### src/rtl/seq_det_ctrl.sv
// Serial pattern detector with run control, match counting and an optional
// idle timeout that is compiled in only when SEQ_DET_TIMEOUT_EN is defined.
module seq_det_ctrl #(
    parameter int PAT_W = 4,
    parameter int CNT_W = 8,
    parameter int TMO_W = 6
) (
    input  logic             clk_i,
    input  logic             rst_i,
    input  logic             cfg_valid_i,
    output logic             cfg_ready_o,
    input  logic [PAT_W-1:0] cfg_pattern_i,
    input  logic             cfg_overlap_i,
    input  logic [CNT_W-1:0] cfg_limit_i,
    input  logic             start_i,
    input  logic             stop_i,
    input  logic             in_i,
    input  logic             in_valid_i,
    output logic             out_o,
    output logic [CNT_W-1:0] match_cnt_o,
    output logic             busy_o,
    output logic             done_o,
    output logic             timeout_o
);

    // state | meaning
    // IDLE  | waiting for config or start; cfg accepted
    // RUN   | shifting serial bits and counting matches
    // DONE  | run ended by limit or timeout; cfg accepted
    typedef enum logic [1:0] {S_IDLE, S_RUN, S_DONE} state_t;

    localparam int FILL_W = $clog2(PAT_W + 1);
    localparam logic [FILL_W-1:0] FILL_MAX   = FILL_W'(PAT_W);
    localparam logic [FILL_W-1:0] FILL_READY = FILL_W'(PAT_W - 1);
    localparam logic [TMO_W-1:0]  TMO_LOAD   = '1;

    state_t             state_q;
    logic [PAT_W-1:0]   pattern_q;
    logic               overlap_q;
    logic [CNT_W-1:0]   limit_q;
    logic [PAT_W-1:0]   hist_q;
    logic [FILL_W-1:0]  fill_q;
    logic [CNT_W-1:0]   cnt_q;
    logic               out_q;

    logic [PAT_W-1:0]   cand_d;
    logic               hit_d;
    logic [CNT_W-1:0]   cnt_plus_d;
    logic [CNT_W-1:0]   cnt_sat_d;
    logic               limit_hit_d;

    always_comb begin
        cand_d      = {hist_q[PAT_W-2:0], in_i};
        hit_d       = in_valid_i && (fill_q >= FILL_READY) && (cand_d == pattern_q);
        cnt_plus_d  = cnt_q + 1'b1;
        cnt_sat_d   = (cnt_q == '1) ? cnt_q : cnt_plus_d;
        limit_hit_d = (limit_q != '0) && (cnt_plus_d == limit_q);
    end

`ifdef SEQ_DET_TIMEOUT_EN
    localparam logic [TMO_W-1:0] TMO_ONE = TMO_W'(1);
    logic [TMO_W-1:0] tmo_q;
    logic             timeout_q;
`endif

    always_ff @(posedge clk_i) begin
        if (rst_i) begin
            state_q   <= S_IDLE;
            pattern_q <= '0;
            overlap_q <= 1'b0;
            limit_q   <= '0;
            hist_q    <= '0;
            fill_q    <= '0;
            cnt_q     <= '0;
            out_q     <= 1'b0;
`ifdef SEQ_DET_TIMEOUT_EN
            tmo_q     <= TMO_LOAD;
            timeout_q <= 1'b0;
`endif
        end else begin
            out_q <= 1'b0;
            case (state_q)
                S_IDLE, S_DONE: begin
                    // A config handshake wins over a same-cycle start.
                    if (cfg_valid_i) begin
                        pattern_q <= cfg_pattern_i;
                        overlap_q <= cfg_overlap_i;
                        limit_q   <= cfg_limit_i;
                    end else if (start_i) begin
                        state_q <= S_RUN;
                        cnt_q   <= '0;
                        hist_q  <= '0;
                        fill_q  <= '0;
`ifdef SEQ_DET_TIMEOUT_EN
                        tmo_q     <= TMO_LOAD;
                        timeout_q <= 1'b0;
`endif
                    end
                end
                S_RUN: begin
                    if (stop_i) begin
                        state_q <= S_IDLE;
                    end else if (in_valid_i) begin
`ifdef SEQ_DET_TIMEOUT_EN
                        tmo_q <= TMO_LOAD;
`endif
                        if (hit_d) begin
                            out_q <= 1'b1;
                            cnt_q <= cnt_sat_d;
                            if (overlap_q) begin
                                hist_q <= cand_d;
                            end else begin
                                hist_q <= '0;
                                fill_q <= '0;
                            end
                            if (limit_hit_d) begin
                                state_q <= S_DONE;
                            end
                        end else begin
                            hist_q <= cand_d;
                            if (fill_q != FILL_MAX) begin
                                fill_q <= fill_q + 1'b1;
                            end
                        end
                    end
`ifdef SEQ_DET_TIMEOUT_EN
                    // Down-counter reloads on every valid bit; terminal count ends the run.
                    else if (tmo_q == TMO_ONE) begin
                        tmo_q     <= '0;
                        timeout_q <= 1'b1;
                        state_q   <= S_DONE;
                    end else begin
                        tmo_q <= tmo_q - 1'b1;
                    end
`endif
                end
                default: state_q <= S_IDLE;
            endcase
        end
    end

    assign cfg_ready_o = (state_q != S_RUN);
    assign busy_o      = (state_q == S_RUN);
    assign done_o      = (state_q == S_DONE);
    assign out_o       = out_q;
    assign match_cnt_o = cnt_q;

`ifdef SEQ_DET_TIMEOUT_EN
    assign timeout_o = timeout_q;
`else
    // Constant zero; TMO_LOAD is referenced only so the width parameter stays used.
    assign timeout_o = TMO_LOAD[0] & 1'b0;
`endif

endmodule

### config.mk
export PLATFORM = sky130hd
export DESIGN_NAME = seq_det_ctrl
export DESIGN_NICKNAME = d
export VERILOG_FILES = /design/src/rtl/seq_det_ctrl.sv
export SDC_FILE = /design/constraint.sdc
export NUM_CORES = 1
export LEC_CHECK = 0
export CAP_MARGIN = 10
export CELL_PAD_IN_SITES_DETAIL_PLACEMENT = 1
export CELL_PAD_IN_SITES_GLOBAL_PLACEMENT = 1
export CORE_UTILIZATION = 41
export DETAILED_ROUTE_END_ITERATION = 7
export DONT_BUFFER_PORTS = 1
export GPL_ROUTABILITY_DRIVEN = 0
export PLACE_DENSITY_LB_ADDON = 0.1
export SETUP_SLACK_MARGIN = 0.05
export SLEW_MARGIN = 20
export SYNTH_ARGS = -nofsm -noshare
export SYNTH_HDL_FRONTEND = slang
export SYNTH_SLANG_ARGS = --single-unit
export TNS_END_PERCENT = 20
### constraint.sdc
create_clock -name clk_i -period 2.1 [get_ports clk_i]
set_clock_uncertainty 0.1 [all_clocks]
set_input_delay 0.42 -clock clk_i [delete_from_list [all_inputs] [get_ports clk_i]]
set_output_delay 0.42 -clock clk_i [all_outputs]
set_load 0.005 [all_outputs]
==> results.md <==
* Status: finished, final reports clean
* Syn Area/Cell at 8.10 um^2
* Vias in the first global route at 1,680
* Chip width at 65.5 um
* CP Cell Sequence: ha_1 -> ha_1 -> a211oi_2 -> nor4_4 -> nand3_4 -> or4_1 -> a31oi_1
* Nets at 242
* Core area at 3770 um^2
* Leakage at 0.000703 uW
* Post-synthesis sequential area ratio at 36.3%
* Iter 0 DRT Violations at 98
* Layout area overhead at 16.8%
* Max stage delay cell, worst path: or4_1
* Main synth FF type: dfxtp_1
* PD cells at 663 nW/um^2
* Post-Route WL at 4.70 mm
* Final antenna-violating net count at 0
* Antenna diode count at 0
* Uppermost routed layer: met4
* Average wire per standard cell at 17.6 um
* Share of the clock period used by the worst path after layout at 94.1%
* CP dominant cell by count: ha_1
* Layout cell share with drive strength beyond 1 at 16.0%
* WL met1 at 2.07 mm
* Die area at 4290 um^2
* Clock Pin Slew Worst Setup and Hold Paths at 0.07 ns
* Number of synthesized flops with an enable pin at 0
* DP Area at 1790 um^2
* Post-DP HPWL at 3.47 mm
* Final Hold Fails at 0
* Clk_lat worst skew at 0.28 ns
* Die Y at 65.5 um
* Worst vdd ir at 0.453 mV
* CTS Buffer Depth at 2
* Max-cap violations at 0
* DR pass1 iterations at 4
* Critical Path Sink Type: flip-flop
* DRC Markers at 0
* Detailed-route via count at 1,553
* Initial antenna violation count at 0
* Hold_buf cts at 0
* Clock tree from TritonCTS: done
* Fmax at 506 MHz
* Starting Density at 43.8%
* Arrival time worst endpoint at 2.09 ns
* Cell variety after synth at 44
* Mapped Nets at 228
* Dpl cells at 259
* Crit path max fanout at 10
* Seq cells post-synth at 30
* Cells after synthesis at 204
* IO buf count at 0
* CTS sink count at 30
* Avg Vias per Cell at 5.82
* Routed met2 length at 2.23 mm
* I/O pin count at 33
* Routed wl met3 at 220 um
* Finish-stage setup viols at 0
* Final instance area at 1930 um^2
* Fin crit period at 1.98 ns
* Layout Cells excl Fill at 267
* First-pass GRT wire length at 7.98 mm
* Root Buffer: clkbuf_8
* Worst setup SP type: flip-flop
* CTS buffer count at 5
* Largest net degree at the start of global routing at 34
* Rows at 22
* Slowest Stage Delay on Critical Path at 0.50 ns
* Warnings from Yosys at 0
* RSZ-0062 raised after global routing: true
* Overall global routing resource usage at 25.0%
* Worst Hold Class: input pin to flip-flop
* CP required at 2.21 ns
* H-tree depth at 2
* Async SR Flop Fraction at 0%
* Syn Std Cell Area at 1650 um^2
* Max Slew Vio Count at 0
* Gr ovfl total at 0
* Post-CTS setup buffers at 0
* Setup Crit Path Kind: flip-flop to flip-flop
final cells by class:
cell class | instances | area (um^2)
inverter | 8 | 30.0
timing repair buffer | 18 | 135
clock buffer | 7 | 76.3
fill | 442 | 1840
tap | 48 | 60.1
multi-input combinational | 155 | 998
sequential | 30 | 601
clock inverter | 1 | 30.0
cell usage in the layout, fill, tap and decap left out, types with 2 or more instances in the layout:
| cell type | Yosys | layout |
|---|---|---|
| nor4_1 | 2 | 2 |
| clkbuf_8 | 0 | 5 |
| nor2_1 | 2 | 2 |
| buf_4 | 1 | 18 |
| nand2b_1 | 4 | 4 |
| or4_1 | 4 | 4 |
| clkbuf_1 | 5 | 2 |
| nor3b_1 | 3 | 3 |
| inv_1 | 8 | 8 |
| xor2_1 | 7 | 7 |
| nor3_1 | 2 | 2 |
| ha_1 | 4 | 3 |
| nand2_1 | 39 | 39 |
| xnor2_1 | 8 | 8 |
| a31oi_1 | 4 | 4 |
| o211ai_1 | 6 | 6 |
| nor2b_1 | 2 | 2 |
| o21ai_0 | 4 | 4 |
| a21oi_1 | 22 | 22 |
| a211oi_1 | 6 | 5 |
| dfxtp_1 | 30 | 30 |
| o31ai_1 | 2 | 2 |
| and2_1 | 2 | 2 |
| nand3_1 | 9 | 9 |
| and3_1 | 4 | 4 |
critical path: cells and delay by family (launching register included):
| kind | cells | cell delay [ns] |
|---|---|---|
| flops | 1 | 0.33 |
| compound gates | 2 | 0.22 |
| simple gates | 3 | 0.94 |
| fa+ha+maj | 2 | 0.32 |
flip-flops by register name, indices dropped and copies added (netlist names):
signal       cells
state_q          2
match_cnt_o      8
overlap_q        1
fill_q           3
limit_q          8
pattern_q        4
hist_q           3
out_o            1
routing by layer:
metal	up-vias	GRT usage, %
met1	735	29.1
met3	19	5.90
met2	45	43.4
met4	0	10.3
li1	754	-
met5	-	0
synthesized netlist by cell type (2+ instances only):
master    count  area [um^2]
a211oi_1      6         45.0
a21oi_1      22          110
a311oi_1      2         17.5
a31oi_1       4         25.0
and2_1        2         12.5
and3_1        4         25.0
buf_2         3         15.0
clkbuf_1      5         18.8
dfxtp_1      30          601
ha_1          4         50.1
inv_1         8         30.0
nand2_1      39          146
nand2b_1      4         25.0
nand3_1       9         45.0
nor2_1        2         7.51
nor2b_1       2         12.5
nor3_1        2         10.0
nor3b_1       3         22.5
nor4_1        2         12.5
o211ai_1      6         45.0
o21ai_0       4         20.0
o31ai_1       2         15.0
or3_1         2         12.5
or4_1         4         30.0
xnor2_1       8         70.1
xor2_1        7         61.3
path summary, 6_finish.rpt:
check                                  from                     endpoint  slack (ns)  cells after the start
setup / recovery     fill_q[0]$_SDFFE_PP0P_  match_cnt_o[3]$_SDFFE_PP0P_        0.12                      7
hold / removal                        rst_i  match_cnt_o[7]$_SDFFE_PP0P_         0.1                      1
setup reg to reg     fill_q[0]$_SDFFE_PP0P_  match_cnt_o[3]$_SDFFE_PP0P_        0.12                      7
hold reg to reg   pattern_q[2]$_SDFFE_PP0P_    pattern_q[2]$_SDFFE_PP0P_        0.37                      2
kinds of logic after synthesis:
kind of cell / count (synthesis) / synth area share [%]
simple gates: 82 / 26.6
compound gates: 52 / 20.0
flops: 30 / 36.3
buf+inv: 19 / 5.22
xor+xnor: 15 / 7.95
fa+ha+maj: 4 / 3.03
other cells: 1 / 0.227
mux: 1 / 0.606
metrics by stage:
stage / setup WS (ns) / util, % / hold slack, ns / setup TNS [ns] / power, uW
final: 0.124 / 51.2 / 0.0958 / 0 / 1280
after global routing: -0.0127 / 51.2 / 0.0844 / -0.0127 / 1340
after CTS: 0.0527 / 50.7 / 0.0999 / 0 / 1290
after detailed placement: -0.0684 / 47.5 / 0.359 / -0.191 / 717
after global placement: 0.0283 / 47.5 / 0.350 / 0 / 711
after floorplan: 0.131 / - / 0.348 / 0 / 695
power breakdown:
group          leakage [uW]  switching (uW)  internal, uW
Combinational      0.000407            58.9          43.5
Sequential         0.000244            17.4           586
Clock             0.0000524             220           355
Total              0.000703             296           984
timing repair:
| item | 4_1_cts | 5_1_grt |
|---|---|---|
| endpoints found under the setup margin | 9 | 10 |
| pin swaps | 1 | 1 |
| cloned | 0 | 0 |
| resized for setup | 2 | 4 |
Power figures use the tool's default switching activity.
